<file path="src/rtl/uart_mem_loader_pkg.sv">
// Shared constants and state encodings for the UART memory loader.
// The frame command byte and both FSM encodings live here so bench and RTL agree.
package uart_mem_loader_pkg;

   localparam logic [7:0] CMD_WRITE = 8'h57;

   typedef enum logic [2:0] {
      ST_IDLE,
      ST_ADDR,
      ST_LEN,
      ST_DATA,
      ST_SUM
   } ld_state_t;

   typedef enum logic [1:0] {
      RX_IDLE,
      RX_START,
      RX_DATA,
      RX_STOP
   } rx_state_t;

endpackage

</file>
<file path="src/rtl/uart_mem_loader_rx.sv">
// 8N1 UART receiver: two-flop synchroniser, midpoint sampling, one-cycle
// valid or framing-error strobe at the stop-bit midpoint.
module uart_rx
   import uart_mem_loader_pkg::*;
#(
   parameter int CLOCK_RATE = 100_000_000,
   parameter int BAUD_RATE  = 115200
) (
   input  logic       clk,
   input  logic       rstn,
   input  logic       rx,
   output logic [7:0] data,
   output logic       valid,
   output logic       frame_err
);

   localparam int DIV  = CLOCK_RATE / BAUD_RATE;
   localparam int HALF = DIV / 2;
   localparam int CW   = $clog2(DIV + 1);

   logic          rx_meta, rx_sync, rx_prev;
   rx_state_t     state, state_d;
   logic [CW-1:0] cnt, cnt_d;
   logic [2:0]    bit_idx, bit_d;
   logic [7:0]    shift, shift_d, data_d;
   logic          valid_d, ferr_d;

   always_ff @(posedge clk or negedge rstn) begin
      if (!rstn) begin
         rx_meta   <= 1'b1;
         rx_sync   <= 1'b1;
         rx_prev   <= 1'b1;
         state     <= RX_IDLE;
         cnt       <= '0;
         bit_idx   <= '0;
         shift     <= '0;
         data      <= '0;
         valid     <= 1'b0;
         frame_err <= 1'b0;
      end else begin
         rx_meta   <= rx;
         rx_sync   <= rx_meta;
         rx_prev   <= rx_sync;
         state     <= state_d;
         cnt       <= cnt_d;
         bit_idx   <= bit_d;
         shift     <= shift_d;
         data      <= data_d;
         valid     <= valid_d;
         frame_err <= ferr_d;
      end
   end

   always_comb begin
      state_d = state;
      cnt_d   = cnt + CW'(1);
      bit_d   = bit_idx;
      shift_d = shift;
      data_d  = data;
      valid_d = 1'b0;
      ferr_d  = 1'b0;
      case (state)
         RX_IDLE: begin
            cnt_d = '0;
            if (rx_prev && !rx_sync) state_d = RX_START;
         end
         RX_START: begin
            // A low that is gone by mid start bit was a glitch, not a start.
            if (cnt == CW'(HALF - 1)) begin
               cnt_d   = '0;
               bit_d   = '0;
               state_d = rx_sync ? RX_IDLE : RX_DATA;
            end
         end
         RX_DATA: begin
            if (cnt == CW'(DIV - 1)) begin
               cnt_d   = '0;
               shift_d = {rx_sync, shift[7:1]};
               bit_d   = bit_idx + 3'd1;
               if (bit_idx == 3'd7) state_d = RX_STOP;
            end
         end
         RX_STOP: begin
            if (cnt == CW'(DIV - 1)) begin
               cnt_d   = '0;
               state_d = RX_IDLE;
               if (rx_sync) begin
                  valid_d = 1'b1;
                  data_d  = shift;
               end else begin
                  ferr_d = 1'b1;
               end
            end
         end
         default: state_d = RX_IDLE;
      endcase
   end

endmodule

</file>
<file path="src/rtl/uart_mem_loader.sv">
// Frame parser: 'W', addr[4], len[2] (words), data[4*len], checksum.
// Writes each assembled word to memory; flags range, checksum, framing, timeout.
module uart_mem_loader
   import uart_mem_loader_pkg::*;
#(
   parameter int          CLOCK_RATE     = 100_000_000,
   parameter int          BAUD_RATE      = 115200,
   parameter logic [31:0] MEM_SIZE       = 32'he000,
   parameter int          TIMEOUT_CYCLES = 1_000_000
) (
   input  logic        clk,
   input  logic        rstn,
   input  logic        rx,
   output logic        mem_write,
   output logic [3:0]  mem_wmask,
   output logic [31:0] mem_wdata,
   output logic        mem_wgrubby,
   output logic [31:0] mem_addr,
   output logic        busy,
   output logic        done,
   output logic        error
);

   localparam int TW = $clog2(TIMEOUT_CYCLES + 1);

   logic [7:0]    rx_data;
   logic          rx_valid, rx_ferr;
   ld_state_t     state, state_d;
   logic [1:0]    bcnt;
   logic [7:0]    len_lo;
   logic [15:0]   words;
   logic [31:0]   addr, waddr;
   logic [23:0]   wbuf;
   logic [7:0]    sum;
   logic [TW-1:0] tcnt;
   logic          timeout;

   uart_rx #(.CLOCK_RATE(CLOCK_RATE), .BAUD_RATE(BAUD_RATE)) u_rx (
      .clk       (clk),
      .rstn      (rstn),
      .rx        (rx),
      .data      (rx_data),
      .valid     (rx_valid),
      .frame_err (rx_ferr)
   );

   assign busy        = (state != ST_IDLE);
   assign mem_wgrubby = 1'b0;
   assign waddr       = {addr[31:2], 2'b00};
   assign timeout     = busy && !rx_valid && (tcnt == TW'(TIMEOUT_CYCLES - 1));

   always_ff @(posedge clk or negedge rstn) begin
      if (!rstn) state <= ST_IDLE;
      else       state <= state_d;
   end

   always_comb begin
      state_d = state;
      if (rx_ferr || timeout) begin
         state_d = ST_IDLE;
      end else if (rx_valid) begin
         case (state)
            ST_IDLE: if (rx_data == CMD_WRITE) state_d = ST_ADDR;
            ST_ADDR: if (bcnt == 2'd3) state_d = ST_LEN;
            ST_LEN:  if (bcnt == 2'd1) state_d = ({rx_data, len_lo} == 16'd0) ? ST_SUM : ST_DATA;
            ST_DATA: if (bcnt == 2'd3 && words == 16'd1) state_d = ST_SUM;
            ST_SUM:  state_d = ST_IDLE;
            default: state_d = ST_IDLE;
         endcase
      end
   end

   always_ff @(posedge clk or negedge rstn) begin
      if (!rstn) begin
         bcnt      <= '0;
         len_lo    <= '0;
         words     <= '0;
         addr      <= '0;
         wbuf      <= '0;
         sum       <= '0;
         tcnt      <= '0;
         mem_write <= 1'b0;
         mem_wmask <= '0;
         mem_wdata <= '0;
         mem_addr  <= '0;
         done      <= 1'b0;
         error     <= 1'b0;
      end else begin
         mem_write <= 1'b0;
         done      <= 1'b0;
         if (!busy || rx_valid) tcnt <= '0;
         else                   tcnt <= tcnt + TW'(1);
         if (rx_ferr || timeout) error <= 1'b1;
         if (rx_valid) begin
            case (state)
               ST_IDLE: begin
                  if (rx_data == CMD_WRITE) begin
                     error <= 1'b0;
                     sum   <= '0;
                     bcnt  <= '0;
                  end
               end
               ST_ADDR: begin
                  addr[{bcnt, 3'b000} +: 8] <= rx_data;
                  bcnt <= bcnt + 2'd1;
               end
               ST_LEN: begin
                  if (bcnt == 2'd0) begin
                     len_lo <= rx_data;
                     bcnt   <= 2'd1;
                  end else begin
                     words <= {rx_data, len_lo};
                     bcnt  <= 2'd0;
                  end
               end
               ST_DATA: begin
                  sum  <= sum + rx_data;
                  bcnt <= bcnt + 2'd1;
                  case (bcnt)
                     2'd0: wbuf[7:0]   <= rx_data;
                     2'd1: wbuf[15:8]  <= rx_data;
                     2'd2: wbuf[23:16] <= rx_data;
                     default: begin
                        // Last byte of the word: issue (or refuse) the write next cycle.
                        mem_addr  <= waddr;
                        mem_wdata <= {rx_data, wbuf};
                        mem_wmask <= 4'b1111;
                        if (waddr < MEM_SIZE) mem_write <= 1'b1;
                        else                  error     <= 1'b1;
                        addr  <= waddr + 32'd4;
                        words <= words - 16'd1;
                     end
                  endcase
               end
               ST_SUM: begin
                  if (rx_data != sum) error <= 1'b1;
                  done <= 1'b1;
               end
               default: ;
            endcase
         end
      end
   end

endmodule

</file>
<file path="config.mk">
export PLATFORM = sky130hd
export DESIGN_NAME = uart_mem_loader
export DESIGN_NICKNAME = d
export VERILOG_FILES = /design/src/rtl/uart_mem_loader_pkg.sv /design/src/rtl/uart_mem_loader_rx.sv /design/src/rtl/uart_mem_loader.sv
export SDC_FILE = /design/constraint.sdc
export NUM_CORES = 1
export LEC_CHECK = 0
export ABC_AREA = 1
export ABC_CLOCK_PERIOD_IN_PS = 3400
export CAP_MARGIN = 20
export CORE_ASPECT_RATIO = 2
export CORE_MARGIN = 2
export CORE_UTILIZATION = 60
export CTS_CLUSTER_SIZE = 10
export DETAILED_ROUTE_END_ITERATION = 6
export PLACE_DENSITY = 0.82
export SETUP_SLACK_MARGIN = 0.2
export SKIP_CTS_REPAIR_TIMING = 1
export SYNTH_ARGS = -nofsm -noshare
export SYNTH_HDL_FRONTEND = slang
export SYNTH_SLANG_ARGS = --single-unit
</file>
<file path="constraint.sdc">
create_clock -name clk -period 3.4 [get_ports clk]
set_input_delay 1.02 -clock clk [delete_from_list [all_inputs] [get_ports clk]]
set_output_delay 1.02 -clock clk [all_outputs]
set_load 0.01 [all_outputs]
</file>
==> results of run 1 <==
==> routing by layer <==
metal  vias up  global-route usage, %
met1      4609                  31.97
li1       4710                      -
met4         0                  26.18
met3       188                  3.919
met2       392                  58.26
met5         -                      0
==> cell type report <==
class / count / area [um2] / area share, %
multi-input combinational: 1040 / 4791 / 38.42
clock inverter: 2 / 50.05 / 0.4014
timing repair buffer: 79 / 802.0 / 6.432
inverter: 148 / 556.8 / 4.465
sequential: 213 / 5334 / 42.78
clock buffer: 34 / 669.4 / 5.368
tap: 213 / 266.5 / 2.137
==> final timing paths <==
check / slack (ns) / to / startpoint / cells past startpoint
max: 0.53 / busy / state[1]$_DFFE_PN0P_ / 3
min: 0.36 / u_rx.rx_sync$_DFF_PN1_ / u_rx.rx_meta$_DFF_PN1_ / 0
max reg2reg: 0.96 / words[5]$_DFFE_PN0P_ / state[0]$_DFFE_PN0P_ / 10
min reg2reg: 0.36 / u_rx.rx_sync$_DFF_PN1_ / u_rx.rx_meta$_DFF_PN1_ / 0
max in group asynchronous: 2.19 / u_rx.rx_prev$_DFF_PN1_ / rstn / 2
min in group asynchronous: 0.37 / mem_addr[12]$_DFFE_PN0P_ / rstn / 1
==> sequential cells by signal, indices dropped and copies added, names as in the netlist, named ones only <==
register / count
u_rx.state: 1
state: 3
mem_wmask: 1
tcnt: 20
len_lo: 8
done: 1
wbuf: 24
u_rx.valid: 1
u_rx.rx_meta: 1
mem_write: 1
u_rx.frame_err: 1
sum: 8
u_rx.shift: 8
addr: 30
u_rx.rx_prev: 1
mem_addr: 30
bcnt: 2
u_rx.rx_sync: 1
u_rx.bit_idx: 3
u_rx.cnt: 10
error: 1
mem_wdata: 32
u_rx.data: 8
words: 16
==> Yosys cell counts <==
cell / count / area [um2]
nand2_1: 460 / 1727
dfrtp_1: 210 / 5255
nor2_1: 189 / 709.4
inv_1: 142 / 533.0
o21ai_0: 109 / 545.5
nand3_1: 61 / 305.3
o21ai_1: 45 / 225.2
a21oi_1: 41 / 205.2
nor3_1: 21 / 105.1
ha_1: 20 / 250.2
nand4_1: 20 / 125.1
xor2_1: 19 / 166.4
buf_2: 16 / 80.08
clkbuf_1: 12 / 45.04
buf_4: 9 / 67.56
a21boi_1: 7 / 52.55
o22ai_1: 7 / 43.79
inv_2: 4 / 15.01
nand2_2: 4 / 25.02
o211ai_1: 4 / 30.03
a22oi_1: 3 / 22.52
dfstp_2: 3 / 78.83
nand3b_1: 3 / 22.52
xnor2_1: 3 / 26.28
buf_6: 2 / 22.52
nand3_2: 2 / 20.02
nor2_2: 2 / 12.51
nor2_4: 2 / 22.52
nor3b_1: 2 / 15.01
o21bai_1: 2 / 15.01
or2_2: 2 / 12.51
a21boi_0: 1 / 7.510
a21o_1: 1 / 7.510
a31o_2: 1 / 8.760
a31oi_1: 1 / 6.260
buf_1: 1 / 3.750
clkinv_1: 1 / 3.750
clkinv_2: 1 / 5.000
conb_1: 1 / 3.750
fa_1: 1 / 20.02
o211a_1: 1 / 10.01
o21a_1: 1 / 7.510
o21ai_2: 1 / 8.760
or2_1: 1 / 6.260
==> worst reg2reg max path: cells and delay by family (launching register included) <==
family	cells	cell delay (ns)
AO/OA/AOI/OAI	2	0.18
buffers and inverters	2	0.30
flip-flops	1	0.44
AND/OR/NAND/NOR	6	1.45
==> power by group <==
group / switching, uW / leakage, uW / internal [uW] / total (uW)
Clock: 1010 / 0.000349 / 1440 / 2450
Sequential: 33.6 / 0.00296 / 2570 / 2600
Combinational: 158 / 0.00256 / 63.1 / 221
==> metrics by stage <==
stage	area, um2	utilization, %
after floorplan	10890	-
after global placement	11750	66.07
after detailed placement	11750	66.07
after CTS	12470	70.11
after global routing	12470	70.11
final	12470	70.11
==> logic make-up (layout without fill, tap and decap cells) <==
| kind of cell | Yosys count | in the layout | synth area share, % |
|---|---|---|---|
| AO/OA/AOI/OAI | 225 | 225 | 10.99 |
| XOR/XNOR | 22 | 22 | 1.771 |
| adder cells (fa/ha/maj) | 21 | 21 | 2.484 |
| buffers and inverters | 188 | 263 | 7.129 |
| flip-flops | 213 | 213 | 49.02 |
| other | 1 | 3 | 0.03447 |
| AND/OR/NAND/NOR | 769 | 769 | 28.56 |
==> impl_metrics.env, run 1 <==
export IMPL_coreArea_mm2=0.01778
export IMPL_clock_sinks=213
export IMPL_syn2layout_area_growth_pct=14.60
export IMPL_routabilityCongestion=1.018
export IMPL_max_cap_violations=0
export IMPL_dieWidth_um=99.22
export IMPL_synthCells=1439
export IMPL_max_freq_mhz=349.0
export IMPL_crit_path_top_delay_cell="clkdlybuf4s50_1"
export IMPL_dr_pass1_iters=7
export IMPL_p_leak_uw=0.005870
export IMPL_cp_start_kind="flip-flop"
export IMPL_viasPerCell=5.725
export IMPL_synth_cell_types=44
export IMPL_crit_buf_inv=1
export IMPL_die_h_um=194.4
export IMPL_numCtsBuffers=25
export IMPL_overflow=0
export IMPL_max_vdd_ir_drop_v=0.0006065
export IMPL_critPathKind="reg -> out"
export IMPL_cts_tree="done"
export IMPL_rsz0062_at_grt="no"
export IMPL_powerDensity_mw_per_mm2=422.3
export IMPL_fin_nets=1531
export IMPL_port_buffers=72
export IMPL_status="complete, no violations"
export IMPL_total_power_uw=5265
export IMPL_die_area_mm2=0.01929
export IMPL_worstSetupEndpointType="output port"
export IMPL_layout_common_cells="nand2_1, dfrtp_1, nor2_1"
export IMPL_grt_pass1_vias=10098
export IMPL_worst_pin_slew_ns=0.6779
export IMPL_hold_path_class="reg -> reg"
export IMPL_setup_viol=0
export IMPL_whs_ns=0.3563
export IMPL_crit_fanout=5
export IMPL_cts_root_buffer="clkbuf_16"
export IMPL_worst_path_dominant_cell_family="buffers and inverters"
export IMPL_syn_cell_area_mm2=0.01088
export IMPL_num_rows=69
export IMPL_drt_iter0_markers=627
export IMPL_cp_required_ns=2.38
export IMPL_finalHoldViolations=0
export IMPL_ys_seq_elements=213
export IMPL_start_util_pct=61.18
export IMPL_nFillCells=1433
export IMPL_clock_path_buffers=3
export IMPL_post_route_drc_count=0
export IMPL_relSlewSlack_pct=54.70
export IMPL_avgSynthCellArea_um2=7.561
export IMPL_ant_nets=0
export IMPL_skew_ns=0.01220
export IMPL_wl_per_cell_um=17.64
export IMPL_ios=76
export IMPL_hpwl_mm=22.08
export IMPL_diodes=0
export IMPL_path_cells="nor2_1, nand2_1, clkdlybuf4s50_1"
export IMPL_tns_ns=0
export IMPL_place_ws_ns=1.019
export IMPL_via_count=9899
export IMPL_grt_pass1_wl_mm=49.11
export IMPL_grt_start_max_net_pins=101
export IMPL_wl_mm=30.49
export IMPL_layout_drive_gt1_share_pct=3.892
export IMPL_final_common_cell="nand2_1"
export IMPL_wl_met2_mm=16.17
export IMPL_met1_length_mm=9.912
export IMPL_htreeDepth=1
export IMPL_max_stage_delay_ns=0.62
export IMPL_arrival_ns=1.85
export IMPL_finalCritPeriodShare_pct=84.27
export IMPL_yosysWarnings=0
export IMPL_clk_pin_slew_worst_paths_ns=0.05
export IMPL_slew_violations=0
export IMPL_wl_met3_mm=1.352
export IMPL_layoutNonFillerInstCount=1729
export IMPL_topRoutingLayerUsed="met4"
export IMPL_grt_total_usage_pct=32.24
export IMPL_ys_seq_area_share_pct=49.02
export IMPL_period_minus_slack_ns=2.865
export IMPL_placedCellCount=1693
export IMPL_clkLatencyLatePin_ns=0.53
export IMPL_grt_antenna_before_repair=0
export IMPL_setup_slack_ns=0.5347
Power figures use the tool's default switching activity.
==> inputs of run 2 (changes only) <==
--- a/config.mk
+++ b/config.mk
@@ -6,14 +6,14 @@
 export NUM_CORES = 1
 export LEC_CHECK = 0
 export ABC_AREA = 1
-export ABC_CLOCK_PERIOD_IN_PS = 3400
+export ABC_CLOCK_PERIOD_IN_PS = 2900
 export CAP_MARGIN = 20
 export CORE_ASPECT_RATIO = 2
 export CORE_MARGIN = 2
-export CORE_UTILIZATION = 60
+export CORE_UTILIZATION = 59
 export CTS_CLUSTER_SIZE = 10
 export DETAILED_ROUTE_END_ITERATION = 6
-export PLACE_DENSITY = 0.82
+export PLACE_DENSITY = 0.81
 export SETUP_SLACK_MARGIN = 0.2
 export SKIP_CTS_REPAIR_TIMING = 1
 export SYNTH_ARGS = -nofsm -noshare
==> constraint.sdc (replaced) <==
create_clock -name clk -period 2.9 [get_ports clk]
set_input_delay 0.87 -clock clk [delete_from_list [all_inputs] [get_ports clk]]
set_output_delay 0.87 -clock clk [all_outputs]
set_load 0.01 [all_outputs]
==> run 2 against run 1 <==
Net effect: the flow now finishes with violations (design-rule violations); cell area up 0.49%; first-iteration DRC count grew 2.6%; via count is 1.8% lower; sequential power is 17% higher; clock power up 14%; total power up 16%; register-to-register slack got worse by 0.34 ns; worst hold slack lost 0.032 ns; final cell count rose by 1.2%; clock-buffer cell count grew 10; flip-flop and latch count unchanged; critical endpoint is now mem_wmask[1].
==> impl_metrics.env, run 2 (same netlist as run 1, synthesis figures left out) <==
export IMPL_die_h_um=196.1
export IMPL_worst_path_dominant_cell_family="buffers and inverters"
export IMPL_ios=76
export IMPL_top_regs="mem_wdata (32), addr (30), mem_addr (30)"
export IMPL_numCtsBuffers=25
export IMPL_diodes=0
export IMPL_wl_per_cell_um=17.43
export IMPL_max_stage_delay_ns=0.57
export IMPL_num_rows=70
export IMPL_worst_pin_slew_ns=0.7230
export IMPL_clk_pin_slew_worst_paths_ns=0.05
export IMPL_cts_tree="done"
export IMPL_viasPerCell=5.553
export IMPL_total_power_uw=6108
export IMPL_max_cap_violations=0
export IMPL_final_common_cell="nand2_1"
export IMPL_r2r_start="bcnt[0]$_DFFE_PN0P_"
export IMPL_grt_pass1_vias=9607
export IMPL_largest_reg_flops=32
export IMPL_r2r_cells=9
export IMPL_regToRegSetupSlack_ns=0.62
export IMPL_regMostFlops="mem_wdata"
export IMPL_layoutNonFillerInstCount=1750
export IMPL_crit_fanout=5
export IMPL_dieWidth_um=100.0
export IMPL_arrival_ns=1.50
export IMPL_clock_sinks=213
export IMPL_p_leak_uw=0.005910
export IMPL_tns_ns=0
export IMPL_clock_path_buffers=3
export IMPL_finalHoldViolations=0
export IMPL_ant_nets=0
export IMPL_fin_nets=1539
export IMPL_powerDensity_mw_per_mm2=487.4
export IMPL_max_vdd_ir_drop_v=0.0004430
export IMPL_multi_input_area_mm2=0.004791
export IMPL_place_ws_ns=0.6443
export IMPL_relSlewSlack_pct=51.68
export IMPL_hpwl_mm=22.55
export IMPL_max_freq_mhz=422.4
export IMPL_grt_total_usage_pct=31.62
export IMPL_status="finished with violations"
export IMPL_nFillCells=1570
export IMPL_wl_mm=30.50
export IMPL_path_cells="clkdlybuf4s50_1"
export IMPL_grt_antenna_before_repair=0
export IMPL_htreeDepth=1
export IMPL_period_minus_slack_ns=2.367
export IMPL_skew_ns=0.01050
export IMPL_placedCellCount=1704
export IMPL_crit_buf_inv=1
export IMPL_syn2layout_area_growth_pct=15.17
export IMPL_cp_depth=1
export IMPL_clkLatencyLatePin_ns=0.51
export IMPL_coreArea_mm2=0.01822
export IMPL_setup_slack_ns=0.5328
export IMPL_cp_required_ns=2.03
export IMPL_cp_start_kind="flip-flop"
export IMPL_overflow=0
export IMPL_via_count=9718
export IMPL_rsz0062_at_grt="no"
export IMPL_startpoint="mem_wmask[0]$_DFFE_PN0P_"
export IMPL_worstSetupEndpointType="output port"
export IMPL_violations="design-rule violations"
export IMPL_slew_violations=0
export IMPL_finalCritPeriodShare_pct=81.63
export IMPL_cts_root_buffer="clkbuf_16"
export IMPL_crit_path_top_delay_cell="clkdlybuf4s50_1"
export IMPL_drt_iter0_markers=643
export IMPL_whs_ns=0.3246
export IMPL_layout_drive_gt1_share_pct=4.368
export IMPL_port_buffers=72
export IMPL_critPathKind="reg -> out"
export IMPL_grt_pass1_wl_mm=48.14
export IMPL_cp_endpoint="mem_wmask[1]"
export IMPL_dr_pass1_iters=7
export IMPL_hold_path_class="in -> async"
export IMPL_grt_start_max_net_pins=67
export IMPL_layout_common_cells="nand2_1, dfrtp_1, nor2_1"
export IMPL_setup_viol=0
export IMPL_post_route_drc_count=7
export IMPL_regToRegEndpoint="words[5]$_DFFE_PN0P_"
export IMPL_start_util_pct=59.73
export IMPL_seqCellArea_mm2=0.005335
export IMPL_routabilityCongestion=1.031
export IMPL_die_area_mm2=0.01961
-- run 2: cell types whose count changed in the layout (fill, tap and decap cells not counted), sizes merged --
cell / previous run / this run
clkbuf: 35 / 45
clkinvlp: 0 / 1
clkdlybuf4s50: 71 / 70
buf: 7 / 15
bufinv: 1 / 0
dlymetal6s2s: 0 / 1
-- run 2: layer usage --
metal	vias up	routed length, um	global-route usage, %
met2	313	16350	58.46
li1	4736	-	-
met4	0	2786	23.44
met3	148	1248	4.418
met5	-	0	0
met1	4521	10110	30.95
-- run 2: layout make-up --
class,instances,share of cell area [%]
sequential,213,42.58
multi-input combinational,1040,38.23
timing repair buffer,87,6.900
clock buffer,44,5.562
inverter,148,4.443
tap,216,2.157
clock inverter,2,0.1298
-- run 2: worst min-delay path by stage --
stage,to,slack (ns),cells past startpoint
final,mem_addr[10]$_DFFE_PN0P_,0.32,1
after CTS,mem_addr[10]$_DFFE_PN0P_,0.34,1
after global placement,u_rx.rx_sync$_DFF_PN1_,0.35,0
after detailed placement,u_rx.rx_sync$_DFF_PN1_,0.35,0
after global routing,mem_addr[10]$_DFFE_PN0P_,0.36,1
after floorplan,u_rx.rx_sync$_DFF_PN1_,0.35,0
-- run 2: power by group --
| part | leakage [uW] | switching [uW] | internal [uW] |
|---|---|---|---|
| sequential | 0.00296 | 39.1 | 3010 |
| combinational | 0.00262 | 185 | 75.6 |
| clock | 0.000335 | 1180 | 1620 |
-- run 2: per-stage QoR --
| stage | utilization (%) | area, um2 |
|---|---|---|
| 2_1_floorplan | - | 10890 |
| 3_3_place_gp | 64.85 | 11810 |
| 3_5_place_dp | 64.85 | 11810 |
| 4_1_cts | 68.76 | 12530 |
| 5_1_grt | 68.78 | 12530 |
| 6_report | 68.78 | 12530 |
